===== src/rtl/wb_reg_file.sv =====
// Writeback stage: selects load vs. ALU data, commits it to the register file,
// and serves two combinational read ports with same-cycle write bypass.
module wb_reg_file #(
    parameter int unsigned NREG      = 32,
    parameter bit          ZERO_REG  = 1'b1,
    parameter logic [31:0] COUNT_RST = 32'h0000_0000
) (
    input  logic        clk,
    input  logic        rst,
    input  logic        wb_reg_write,
    input  logic        wb_mem_to_reg,
    input  logic [31:0] wb_mem_data,
    input  logic [31:0] wb_alu_result,
    input  logic [4:0]  wb_dst,
    input  logic [4:0]  rs_addr,
    input  logic [4:0]  rt_addr,
    output logic [31:0] rs_data,
    output logic [31:0] rt_data,
    output logic [31:0] wb_data,
    output logic [31:0] wb_count,
    output logic [4:0]  last_dst,
    output logic [31:0] last_data
);
    localparam int unsigned DW = 32;
    localparam int unsigned AW = 5;

    logic [DW-1:0] regs_q [NREG];
    logic [DW-1:0] regs_d [NREG];
    logic [DW-1:0] wb_count_q, wb_count_d;
    logic [AW-1:0] last_dst_q, last_dst_d;
    logic [DW-1:0] last_data_q, last_data_d;
    logic          commit_c;

    always_comb wb_data = wb_mem_to_reg ? wb_mem_data : wb_alu_result;

    // A write commits unless disabled, aimed at a hardwired $0, or out of range.
    always_comb begin
        commit_c = wb_reg_write;
        if (ZERO_REG && (wb_dst == '0)) commit_c = 1'b0;
        if (32'(wb_dst) >= NREG) commit_c = 1'b0;
    end

    always_comb begin
        rs_data = '0;
        if (ZERO_REG && (rs_addr == '0)) rs_data = '0;
        else if (commit_c && (rs_addr == wb_dst)) rs_data = wb_data;
        else if (32'(rs_addr) < NREG) rs_data = regs_q[rs_addr];
    end

    always_comb begin
        rt_data = '0;
        if (ZERO_REG && (rt_addr == '0)) rt_data = '0;
        else if (commit_c && (rt_addr == wb_dst)) rt_data = wb_data;
        else if (32'(rt_addr) < NREG) rt_data = regs_q[rt_addr];
    end

    always_comb begin
        regs_d      = regs_q;
        wb_count_d  = wb_count_q;
        last_dst_d  = last_dst_q;
        last_data_d = last_data_q;
        if (commit_c) begin
            regs_d[wb_dst] = wb_data;
            wb_count_d     = wb_count_q + 32'd1;
            last_dst_d     = wb_dst;
            last_data_d    = wb_data;
        end
    end

    always_ff @(posedge clk or posedge rst) begin
        if (rst) begin
            for (int i = 0; i < int'(NREG); i++) regs_q[i] <= '0;
            wb_count_q  <= COUNT_RST;
            last_dst_q  <= '0;
            last_data_q <= '0;
        end else begin
            regs_q      <= regs_d;
            wb_count_q  <= wb_count_d;
            last_dst_q  <= last_dst_d;
            last_data_q <= last_data_d;
        end
    end

    assign wb_count  = wb_count_q;
    assign last_dst  = last_dst_q;
    assign last_data = last_data_q;

endmodule


===== config.mk =====
export PLATFORM = sky130hd
export DESIGN_NAME = wb_reg_file
export DESIGN_NICKNAME = d
export VERILOG_FILES = /design/src/rtl/wb_reg_file.sv
export SDC_FILE = /design/constraint.sdc
export NUM_CORES = 2
export LEC_CHECK = 0
export ABC_AREA = 1
export CAP_MARGIN = 20
export CORE_ASPECT_RATIO = 0.6
export CORE_UTILIZATION = 45
export CTS_BUF_LIST = sky130_fd_sc_hd__clkbuf_4
export DETAILED_ROUTE_END_ITERATION = 6
export PLACE_DENSITY = 0.7
export SLEW_MARGIN = 5
export SYNTH_ARGS = -nofsm -noshare
export SYNTH_HDL_FRONTEND = slang
export SYNTH_SLANG_ARGS = --single-unit

===== constraint.sdc =====
create_clock -name clk -period 70.5 [get_ports clk]
set_input_delay 7.05 -clock clk [delete_from_list [all_inputs] [get_ports clk]]
set_output_delay 7.05 -clock clk [all_outputs]
set_load 0.05 [all_outputs]

After elaboration in Yosys (flattened, before gate mapping)

Index checks and enable logic that the tools add are counted.

Reductions and logical operators: 6
Bitwise gates (word level): 3
$add $sub $neg: 1
Multiplexer cells: 15
Magnitude comparators: 4
Eq/ne operators: 2

Operators with widths:

| operator              | number |
|---|---|
| $bwmux 1024           | 1 |
| $bmux 32 s5           | 2 |
| $mux 32               | 10 |
| $demux 32 s5          | 1 |
| $add 32x1->32 const B | 1 |
| $ge 6x6->1 const B    | 3 |
| $not 5->6             | 3 |
| $logic_not 5->1       | 3 |
| $eq 5x5->1            | 2 |
| $lt 6x1->1 const B    | 1 |
| $logic_and 1x1->1     | 3 |
| $mux 1                | 1 |

Output and inout port bits: 165
Bits of input ports: 83
Flip-flop bits (word level): 1093
Logic and storage cells: 66

Logic depth before layout (Yosys ltp)

Depth in word-level cells: 6
Mapped depth: 13
Depth with buffers taken out: 12

Worst setup path before layout

No wires, ideal clock.

Path type: input-to-output
From: input port wb_mem_to_reg
To: output port rt_data[21]
Required time: 63.450 ns
Setup slack: 54.384 ns
Path buffers: 3
Arrival time: 9.066 ns
Stages on the path: 7
Cells stage by stage: buf_2 > clkbuf_1 > o21ai_0 > buf_2 > inv_1 > o21ai_0 > a21oi_1

Cells in the longest elaborated chain, start to end: 3

Ends and longest elaborated chain:

| what            | line | RTL |
|---|---|---|
| from (decl)     | 11   | `input logic wb_mem_to_reg,` |
| $mux 32         | 34   | `always_comb wb_data = wb_mem_to_reg ? wb_mem_data : wb_alu_result;` |
| via wb_data[21] | 19   | `output logic [31:0] wb_data,` |
| $mux 32         | 53   | `else if (commit_c && (rt_addr == wb_dst)) rt_data = wb_data;` |
| $mux 32         | 52   | `if (ZERO_REG && (rt_addr == '0)) rt_data = '0;` |
| to (decl)       | 18   | `output logic [31:0] rt_data,` |

The timed path passes the listed nets, and every way through them passes these cells.

Final worst setup path

From: input port rs_addr[0]
To: output port rs_data[24]

Cells in the longest elaborated chain, start to end: 6
Elaborated cells between the ends (all ways): 9
Those cells by class: eq/ne: 1; mux: 5; bitwise: 1; reduce/logical: 2

Ends and longest elaborated chain:

| what                                       | line | RTL |
|---|---|---|
| from (decl)                                | 15   | `input logic [4:0] rs_addr,` |
| $not 5->6 (implied by the code)            | 47   | `else if (32'(rs_addr) < NREG) rs_data = regs_q[rs_addr];` |
| $bmux 32 s5                                | 47   |  |
| $mux 32 (implied by the code) (2 in a row) | 47   |  |
| $mux 32                                    | 46   | `else if (commit_c && (rs_addr == wb_dst)) rs_data = wb_data;` |
| $mux 32 (*)                                | 45   | `if (ZERO_REG && (rs_addr == '0)) rs_data = '0;` |
| to (decl)                                  | 17   | `output logic [31:0] rs_data,` |

Mark *: on every way between the ends. The rest lies on a longest branch, timed or not. The select of a mux whose other input is x is not followed.

==> summary.md <==
| Metric | Value |
|---|---|
| Clk root buf | `clkbuf_4` |
| Routed length per instance | `24.17 microns` |
| Hold Path Class | `reg -> reg` |
| Yosys cell types | `37` |
| Routability Congestion | `0.8995` |
| Status | `finished clean` |
| Largest net degree at the start of global routing | `247` |
| CP Launch Type | `primary input` |
| Final setup violation count | `0` |
| Iter 0 DRT Violations | `10450` |
| Worst Skew | `0.05559 ns` |
| Die X-Extent | `476.8 microns` |
| Critical Path End Type | `primary output` |
| Logic pwr share | `0.245` |
| Worst-path clk slew | `0.06 ns` |
| Cts bufs inserted | `289` |
| Total Power | `1.823 mW` |
| Yosys warning count | `0` |
| Hold Buf Count CTS | `0` |
| Dpl hpwl | `137.9 mm` |
| Fin. max-slew vios | `0` |
| Setup CP Type | `in -> out` |
| Top cells by area, synth | `dfrtp_1, nand2_1, o21ai_0` |
| PwrDens | `about 27 mW/mm^2` |
| CORE AREA | `0.1342 sq mm` |
| Mapped Cells | `8207` |
| Post-synth EDFFs | `0` |
| Worst-skew pair later-pin latency | `1.27 ns` |
| Max transition margin | `0.1738` |
| Post-synth top area share | `0.4494` |
| Slew @ Worst Pin | `1.239 ns` |
| Initial antenna violation count | `16` |
| Unrepaired setup endpoints after global routing | `false` |
| Vias in the first global route | `roughly 56000` |
| Setup TNS Final | `0 ns` |
| DR DRC count | `0` |
| Place WS | `between 50 and 60 ns` |
| WL final | `approximately 240 mm` |
| Met2 wire length | `approximately 100 mm` |
| # Post-CTS Setup Buffers | `0` |
| H-tree levels | `5` |
| Minimum clock period after layout | `approximately 20 ns` |
| Max Used Layer | `met5` |
| CP Data Arrival Time | `12.85 ns` |
| Post-DRT Antenna Nets | `0` |
| Power share of the sequential group | `0.459` |
| Io pins | `248` |
| Synth area leader | `dfrtp_1` |
| Most used DFF post-synth | `dfrtp_1` |
| Overflow after GRT | `0` |
| Pre-antenna DRT Iters | `6` |
| TritonCTS clock tree | `done` |
| Commonest non-fill, non-tap cell in the layout | `nand2_1` |
| Async SR Flop Fraction | `1.000` |
| Via count | `61450` |
| Met3 WL | `34.41 mm` |
| Max-cap check violation count | `0` |
| Fmax | `50.24 MHz` |
| Commonest non-fill, non-tap cells in the layout | `nand2_1, o21ai_0, dfrtp_1, nand3_1, inv_1` |
| Sequential element share of the synthesized area | `0.4494` |
| Share of cells above drive strength 1 | `0.08276` |
| Post-synth design cell area | `0.06086 sq mm` |
| Final count of hold timing violations | `0` |
| WP data required | `roughly 63 ns` |
| Final net count | `8184` |
| Synth Area per Inst | `7.416 sq um` |
| Global-route wire length before repair | `360.3 mm` |
| Die ar. | `0.1368 sq mm` |
| Crit path max fanout | `150` |
| FP Rows | `104` |
| Starting Density | `0.4536` |
| Gr usage total | `0.3480` |
| Leakage | `~31 nW` |
| Mapped Nets | `8291` |
| Final worst slack | `50.60 ns` |
| TritonCTS Sinks | `1093` |
| Cts repair resizes | `0` |
| Synthesis-stage register bit count | `1093` |
| Hold slack | `~0.38 ns` |
| Cell-internal power | `1.163 mW` |
| Final Cycle Share | `0.2823` |
| Deepest clock path buffer count | `4` |
| P&R area growth vs syn | `9.856%` |
| Peak VDD IR | `16.15 uV` |
| Clock Power Share | `0.296` |
| Sw frac | `0.3619` |
| Buffers on Ports | `247` |
| DR vias/cell | `between 6 and 7` |
| Die Y | `286.9 microns` |
| Sw Pwr | `659.7 uW` |
| Met1 Wirelength | `97.00 mm` |
[flip-flops by register name, summed over array words and instances, names as in the netlist]
register	flops
wb_count	32
last_data	32
regs_q	1024
last_dst	5
[cells in the mapped netlist (10+ instances only)]
library cell and instances:
nand2_1 2071, a21oi_1 354, nor3_1 22, dfrtp_1 1093, xnor2_1 17, buf_4 12, o211ai_1 622, xor2_1 21
clkbuf_1 400, o21ai_0 1172, nand2_2 21, inv_1 645, nand3_1 798, buf_1 56, or2_2 22, nor2_1 180
buf_2 307, nand4_1 10, o21ai_1 317
[cell families after synthesis]
kind of cell	share of synthesized area
flip-flops	0.4494
adder cells (fa/ha/maj)	0.0002056
AO/OA/AOI/OAI	0.2296
XOR/XNOR	0.005469
buffers and inverters	0.09681
AND/OR/NAND/NOR	0.2185
[per-layer routing]
layer,track usage,vias up
met4,0.1724,2
met3,0.09762,720
met5,0,-
met2,0.4977,4498
met1,0.4823,28820
li1,-,27410
[through the flow]
stage,util,instance area [sq um],cells
floorplan,-,60860,8207
global placement,0.4727,63420,9603
detailed placement,0.4731,63470,9605
CTS,0.4970,66670,10050
global route,0.4984,66860,10060
finish,0.4984,66860,10060
[path summary, 6_finish.rpt]
| check | cells after the start | endpoint | slack [ns] | startpoint |
|---|---|---|---|---|
| setup / recovery | 13 | rs_data[24] | 50.60 | rs_addr[0] |
| hold / removal | 0 | regs_q[1013] | 0.38 | regs_q[1013] |
| setup reg to reg | 12 | wb_count[28] | 68.25 | wb_count[0] |
| hold reg to reg | 0 | regs_q[1013] | 0.38 | regs_q[1013] |
| max in group asynchronous | 8 | regs_q[410] | 58.75 | rst |
| min in group asynchronous | 2 | regs_q[296] | 6.40 | rst |
[final cells by class]
cell class | instances | area (sq um)
fill | 12890 | 67300
sequential | 1093 | 27350
clock buffer | 395 | 2965
multi-input combinational | 5671 | 27830
clock inverter | 49 | 242.7
timing repair buffer | 383 | 3684
inverter | 662 | 2515
tap | 1802 | 2255
antenna | 8 | 20.02
[power by group through the flow]
stage | registers (mW) | logic [mW] | clock network, mW
2_1_floorplan | 0.840 | 0.302 | 0
3_3_place_gp | 0.837 | 0.425 | 0
3_5_place_dp | 0.842 | 0.438 | 0
4_1_cts | 0.832 | 0.439 | 0.542
5_1_grt | 0.849 | 0.497 | 0.575
6_report | 0.837 | 0.447 | 0.539
[critical path, stage by stage]
cell and delay [ns]:
buf_8 0.53, buf_4 0.67, buf_4 0.71, buf_4 0.75, buf_4 0.74, or2_2 0.22
nand3_1 0.06, nand3_1 0.10, nand3_1 0.08, nand3_1 0.22, nand3_1 0.24, a21oi_1 0.35
clkdlybuf4s50_1 0.86
Note: power is estimated with default switching activity, not from simulation.
